===== config.mk =====
export PLATFORM = sky130hd
export DESIGN_NAME = mips_ifetch
export DESIGN_NICKNAME = d
export VERILOG_FILES = /design/src/rtl/mips_ifetch.sv
export SDC_FILE = /design/constraint.sdc
export NUM_CORES = 1
export LEC_CHECK = 0
export ABC_AREA = 1
export BUFFER_PORTS_ARGS = -buffer_cell sky130_fd_sc_hd__buf_2
export CAP_MARGIN = 5
export CORE_ASPECT_RATIO = 1.5
export CORE_MARGIN = 5
export CORE_UTILIZATION = 50
export DETAILED_ROUTE_END_ITERATION = 10
export MAX_ROUTING_LAYER = met4
export PLACE_DENSITY = 0.8
export SETUP_SLACK_MARGIN = 0.2
export SLEW_MARGIN = 20
export SYNTH_ARGS = -nofsm -noshare
export SYNTH_HDL_FRONTEND = slang
export SYNTH_SLANG_ARGS = --single-unit
export TNS_END_PERCENT = 5

===== constraint.sdc =====
create_clock -name sys_clk -period 2.7 [get_ports sys_clk]
set_clock_uncertainty 0.1 [all_clocks]
set_input_delay 0 -clock sys_clk [delete_from_list [all_inputs] [get_ports sys_clk]]
set_output_delay 0 -clock sys_clk [all_outputs]
set_load 0.01 [all_outputs]

===== src/rtl/mips_ifetch.sv =====
// Instruction-fetch stage: owns the PC, reads a 1-cycle-latency instruction memory
// and hands each word to the core over a valid/ready handshake, with redirect support.
module mips_ifetch #(
    parameter int unsigned ADDR_W   = 8,
    parameter logic [31:0] RESET_PC = 32'h0000_0000
) (
    input  logic              sys_clk,
    input  logic              sys_rst,
    output logic              imem_en,
    output logic [ADDR_W-1:0] imem_addr,
    input  logic [31:0]       imem_rdata,
    output logic [31:0]       ir,
    output logic [31:0]       ir_pc,
    output logic              ir_valid,
    input  logic              ir_ready,
    input  logic              redirect,
    input  logic [31:0]       redirect_pc,
    output logic [31:0]       fetch_cnt
);

    localparam int unsigned DATA_W = 32;

    typedef enum logic [1:0] {
        S_FETCH = 2'd0,
        S_WAIT  = 2'd1,
        S_VALID = 2'd2
    } state_e;

    state_e              state_q, state_d;
    logic [DATA_W-1:0]   pc_q, pc_d;
    logic [DATA_W-1:0]   ir_q, ir_d;
    logic [DATA_W-1:0]   ir_pc_q, ir_pc_d;
    logic                ir_valid_q, ir_valid_d;
    logic [DATA_W-1:0]   fetch_cnt_q, fetch_cnt_d;
    logic                handshake;
    logic                unused_rpc_bits;

    // Word alignment discards the low byte-offset bits of the redirect target.
    assign unused_rpc_bits = ^redirect_pc[1:0];

    assign handshake = (state_q == S_VALID) && ir_ready;

    // State and datapath registers
    always_ff @(posedge sys_clk) begin
        if (sys_rst) begin
            state_q     <= S_FETCH;
            pc_q        <= RESET_PC;
            ir_q        <= '0;
            ir_pc_q     <= '0;
            ir_valid_q  <= 1'b0;
            fetch_cnt_q <= '0;
        end else begin
            state_q     <= state_d;
            pc_q        <= pc_d;
            ir_q        <= ir_d;
            ir_pc_q     <= ir_pc_d;
            ir_valid_q  <= ir_valid_d;
            fetch_cnt_q <= fetch_cnt_d;
        end
    end

    // Next-state and datapath update; redirect overrides the normal flow
    always_comb begin
        state_d     = state_q;
        pc_d        = pc_q;
        ir_d        = ir_q;
        ir_pc_d     = ir_pc_q;
        ir_valid_d  = ir_valid_q;
        fetch_cnt_d = fetch_cnt_q + DATA_W'(handshake);

        case (state_q)
            S_FETCH: begin
                state_d = S_WAIT;
            end
            S_WAIT: begin
                ir_d       = imem_rdata;
                ir_pc_d    = pc_q;
                pc_d       = pc_q + 32'd4;
                ir_valid_d = 1'b1;
                state_d    = S_VALID;
            end
            S_VALID: begin
                if (ir_ready) begin
                    ir_valid_d = 1'b0;
                    state_d    = S_WAIT;
                end
            end
            default: begin
                state_d = S_FETCH;
            end
        endcase

        if (redirect) begin
            pc_d       = {redirect_pc[31:2], 2'b00};
            ir_d       = ir_q;
            ir_pc_d    = ir_pc_q;
            ir_valid_d = 1'b0;
            state_d    = S_FETCH;
        end
    end

    // Memory strobe: a fetch issues in FETCH or alongside an accepted handshake
    always_comb begin
        imem_en = 1'b0;
        if (!sys_rst && !redirect) begin
            imem_en = (state_q == S_FETCH) || handshake;
        end
    end

    assign imem_addr = pc_q[ADDR_W+1:2];
    assign ir        = ir_q;
    assign ir_pc     = ir_pc_q;
    assign ir_valid  = ir_valid_q;
    assign fetch_cnt = fetch_cnt_q;

endmodule


Word level (Yosys, flattened, before mapping):

Index checks and enable logic that the tools add are counted.

* output and inout bits: 106
* input bits: 68
* register bits: 131
* word-level logic and storage cells: 31

* bitwise gates (word level): 1
* mux-type cells: 7
* add/subtract/negate cells: 2
* reductions and logical operators: 11
* equal/unequal tests: 3

Operators with widths (count)
* $mux W32: 2
* $add A32 B1 Y32: 1
* $add A32 B3 Y32 const B: 1
* $pmux W2 S3: 1
* $reduce_and A2 Y1: 2
* $reduce_bool A2 Y1: 2
* $eq A2 B1 Y1 const B: 1
* $eq A2 B2 Y1 const B: 1
* $logic_and A1 B1 Y1: 2
* $logic_not A1 Y1: 2
* $logic_not A2 Y1: 1
* $mux W1: 2
* $mux W2: 1
* $ne A2 B2 Y1 const B: 1
* $pmux W1 S2: 1
* $reduce_or A2 Y1: 1
* $logic_or A1 B1 Y1: 1
* $not A1 Y1: 1

Logic depth before layout (Yosys ltp):

* depth after elaboration: 4
* gate-level depth with buffers: 13
* mapped depth without buffers: 13

Worst setup path after synthesis:

No wires, ideal clock.

* kind: reg2reg
* start point: register state_q[1]
* end point: register fetch_cnt_q[20] (netlist: fetch_cnt[20])
* arrival time: 1796 ps
* cell stages (with the launch flop): 14
* path buffers: 0
* clock period less this slack: 2011 ps
* data required time: 2485 ps
* setup slack: 689 ps
* setup time: 115 ps
* cell sequence: dfxtp_1 > inv_1 > nor3_1 > ha_1 > ha_1 > nand2_1 > nor2_2 > nand2_2 > inv_2 > nand4_2 > nor2_4 > nand3_1 > nand2_1 > nor2_1

* longest elaborated chain between the ends: 3

Ends and longest elaborated chain
* from (decl): line 29 `state_e state_q, state_d;`
* from (signal assigned): line 53 `state_q <= state_d;`
* $eq A2 B2 Y1: line 41 `assign handshake = (state_q == S_VALID) && ir_ready;`
* $logic_and A1 B1 Y1: line 41
* $add A32 B1 Y32: line 69 `fetch_cnt_d = fetch_cnt_q + DATA_W'(handshake);`
* to (signal assigned): line 58 `fetch_cnt_q <= fetch_cnt_d;`
* to (decl): line 34 `logic [DATA_W-1:0] fetch_cnt_q, fetch_cnt_d;`

No other way between the ends.
A chain may end at the register's enable or synchronous reset.

Worst setup path after layout:

* start point: register state_q[1]
* end point: register ir_q[15] (netlist: ir[15])

* longest elaborated chain between the ends: 2

Ends and longest elaborated chain
* $eq A2 B1 Y1: line 71 `case (state_q)`
* $reduce_and A2 Y1 (no line)
* to (signal assigned): line 55 `ir_q <= ir_d;`
* to (decl): line 31 `logic [DATA_W-1:0] ir_q, ir_d;`

No other way between the ends.

==> reports/qor.yml <==
min_path:
  min_to: "pc_q[9]"
  worstHoldPathType: "in2reg"
  hp-start: "redirect"
  hold-path-cell-count: 5
critical_path:
  worstSetupPathType: "reg2reg"
  r2r-start: "state_q[1]"
  cp-start-kind: "register"
  worstPathCellList: "inv_1, nand2_2, nor2_8, buf_4, o21ai_0, nor2_1, dlygate4sd3_1"
  crit_buf_inv: 3
  r2r_end: "ir[15]"
  path_max_fanout: 42
  cp.arrival_ns: 2.48
  r2r_slack_ns: 0.47
  cp_slowest_cell: "dlygate4sd3_1"
  crit_family: "buffers and inverters"
  reg2regPathDepth: 7
  max_stage_delay_ns: 0.55
  end_kind: "register"
  worstPathRequired_ns: 2.95
detailed_routing:
  finalWirelength_mm: 19.5
  remaining_drc_errors: 0
  wire_per_inst_um: 15.0
  num_vias: 6808
  drt-pass1-iter-count: 5
  dr.first_iter.drc_count: 409
  viasPerCell: 5.22
  ant_nets: 0
die:
  ioPinCount: 174
  initial_utilization: 0.510
  core_area_mm2: 0.0120
  die_y_um: 146
  num_rows: 49
  die-area_mm2: 0.0146
  dieWidth_um: 100
synthesis:
  ys.flop_type: "dfxtp_1"
  synth-seq-area-share: 0.415
  netlist_instances: 902
  syn_area_mm2: 0.00613
  avgSynthCellArea_um2: 6.80
  synth.distinct_cells: 43
  synth_seq_cells: 127
  ys_warn_count: 0
  synth_edf_count: 0
  async_flop_share: 0
status:
  status: "finished clean"
clocking:
  clock_latency_ns: 0.41
  cts.sinks: 127
  cts_buffer_depth: 2
  cts_root_buf: "clkbuf_16"
  htree_levels: 4
  cts.clk_slew.worst_paths_ns: 0.06
  numCtsBuffers: 17
  cts_tree: "yes"
  cts_setup_buffers: 0
cells_and_area:
  drive_gt1_frac: 0.210
  fill_cells: 993
  area.sequential_mm2: 0.00254
  multi_input_area_mm2: 0.00304
  antennaDiodeCount: 0
  synthToLayoutAreaGrowth_pct: 36.7
  final_nets: 1209
placement:
  hpwlAfterDp_mm: 12.5
  routabilityCongestion: 0.957
  port_buffers: 169
power_and_ir_drop:
  power_density_mw_per_mm2: 546
  p_total_mw: 4.57
  max-vdd-ir-drop_mv: 0.456
  power.leakage_nw: 3.91
timing:
  slew_headroom: 0.608
  min_period_over_period: 0.827
  fmax_mhz: 448
  final-hold-violation-count: 0
  tightestPinTransition_ns: 0.582
  rsz0062_at_grt: "false"
  period_needed_ns: 2.23
  tns_ns: 0
  maxSlewViolCount: 0
  setup_viol: 0
grt:
  grt_util_all_layers: 0.276
  grt_max_degree: 66
  antenna_found_initial: 0
  grt_pass1_wl_mm: 32.1
  grt_pass1_vias: 6944
  gr-total-overflow: 0
flow_run:
  max-cap-violations: 0
==> cell usage in the layout, fill, tap and decap left out, types with 9 or more instances in the layout <==
cell type and n:
inv_1 77, nor2_1 189, clkbuf_16 17, dlygate4sd3_1 84, a21oi_1 42, nand3_1 46
nand2_1 179, nor3_1 16, o21ai_0 86, buf_2 169, dfxtp_1 127, nand3b_1 9
nand4_1 16
==> final cells by class <==
cell class | instances | share of cell area
Sequential cell | 127 | 0.303
Clock buffer | 20 | 0.0545
Tap cell | 153 | 0.0228
Timing Repair Buffer | 259 | 0.208
Inverter | 84 | 0.0382
Clock inverter | 12 | 0.0105
Multi-Input combinational cell | 648 | 0.362
==> tightest hold or removal path, delay by kind of cell <==
kind / cells / cell delay, ns
and+or+nand+nor: 3 / 0.23
buffers and inverters: 2 / 0.25
==> registers in the layout, indices dropped and copies added (netlist names) <==
| signal | cells |
|---|---|
| ir | 32 |
| state_q | 2 |
| ir_valid | 1 |
| pc_q | 30 |
| ir_pc | 30 |
| fetch_cnt | 32 |
==> how the worst max path moves through the flow <==
stage | start | endpoint | cells after the start
5_1_grt | state_q[1] | fetch_cnt[24] | 13
4_1_cts | state_q[1] | pc_q[2] | 8
3_3_place_gp | state_q[1] | fetch_cnt[30] | 11
3_5_place_dp | state_q[1] | fetch_cnt[30] | 11
6_report | state_q[1] | ir[15] | 7
2_1_floorplan | state_q[1] | fetch_cnt[20] | 13
==> what timing repair did <==
item / in CTS / in global routing
endpoints found under the setup margin: 0 / 1
resized for setup: 0 / 1
hold endpoints to repair: 70 / 0
hold buffers: 84 / 0
==> Yosys cell counts (2+ instances only) <==
| library cell | count | area [um2] |
|---|---|---|
| nand4_1 | 16 | 100 |
| o21ai_1 | 2 | 10.0 |
| nand2_1 | 179 | 672 |
| buf_4 | 13 | 97.6 |
| a22oi_1 | 2 | 15.0 |
| a21oi_1 | 42 | 210 |
| nor2_2 | 8 | 50.1 |
| nand2_2 | 6 | 37.5 |
| nor4_1 | 2 | 12.5 |
| inv_2 | 5 | 18.8 |
| nor3_2 | 2 | 20.0 |
| nor3_1 | 16 | 80.1 |
| inv_1 | 78 | 293 |
| buf_6 | 2 | 22.5 |
| ha_1 | 4 | 50.1 |
| or2_0 | 4 | 25.0 |
| xor2_1 | 8 | 70.1 |
| or2_2 | 2 | 12.5 |
| nor2_1 | 189 | 709 |
| nand3b_1 | 9 | 67.6 |
| dfxtp_1 | 127 | 2540 |
| buf_2 | 7 | 35.0 |
| a31oi_1 | 4 | 25.0 |
| clkbuf_1 | 21 | 78.8 |
| nand3_1 | 46 | 230 |
| nor2_4 | 6 | 67.6 |
| o21ai_0 | 86 | 430 |
==> power breakdown <==
| part | leakage [nW] | switching [mW] | internal, mW | total, mW |
|---|---|---|---|---|
| Sequential | 1.04 | 0.0577 | 1.95 | 2.01 |
| Clock | 0.255 | 0.860 | 1.22 | 2.08 |
| Combinational | 2.62 | 0.261 | 0.223 | 0.483 |
==> metrics by stage <==
step	instance area [um2]	utilization	hold slack (ns)	cells	setup WS, ns
5_1_grt	8380	0.697	0.0387	1303	0.261
2_1_floorplan	6140	-	0.0349	903	0.689
3_5_place_dp	6990	0.582	0.129	1187	0.483
6_report	8380	0.697	0.0196	1303	0.466
4_1_cts	8380	0.697	0.0123	1303	0.373
3_3_place_gp	6990	0.582	0.120	1187	0.512
==> kinds of logic (layout without fill, tap and decap cells) <==
family	Yosys count	after routing	share of synthesized area
adder cells (fa/ha/maj)	4	4	0.00816
buffers and inverters	128	375	0.0906
AO/OA/AOI/OAI	142	142	0.121
flip-flops	127	127	0.415
AND/OR/NAND/NOR	491	491	0.353
XOR/XNOR	9	9	0.0129
other	1	2	0.000612
==> routing by layer <==
metal	up-vias	GRT usage	wire length [um]	share of wire
met4	0	0.129	818	0.042
met3	63	0.0513	1400	0.072
met5	-	-	0	0
met1	3050	0.308	7440	0.38
met2	322	0.469	9830	0.50
li1	3373	-	-	-
(Power assumes the default switching activity.)
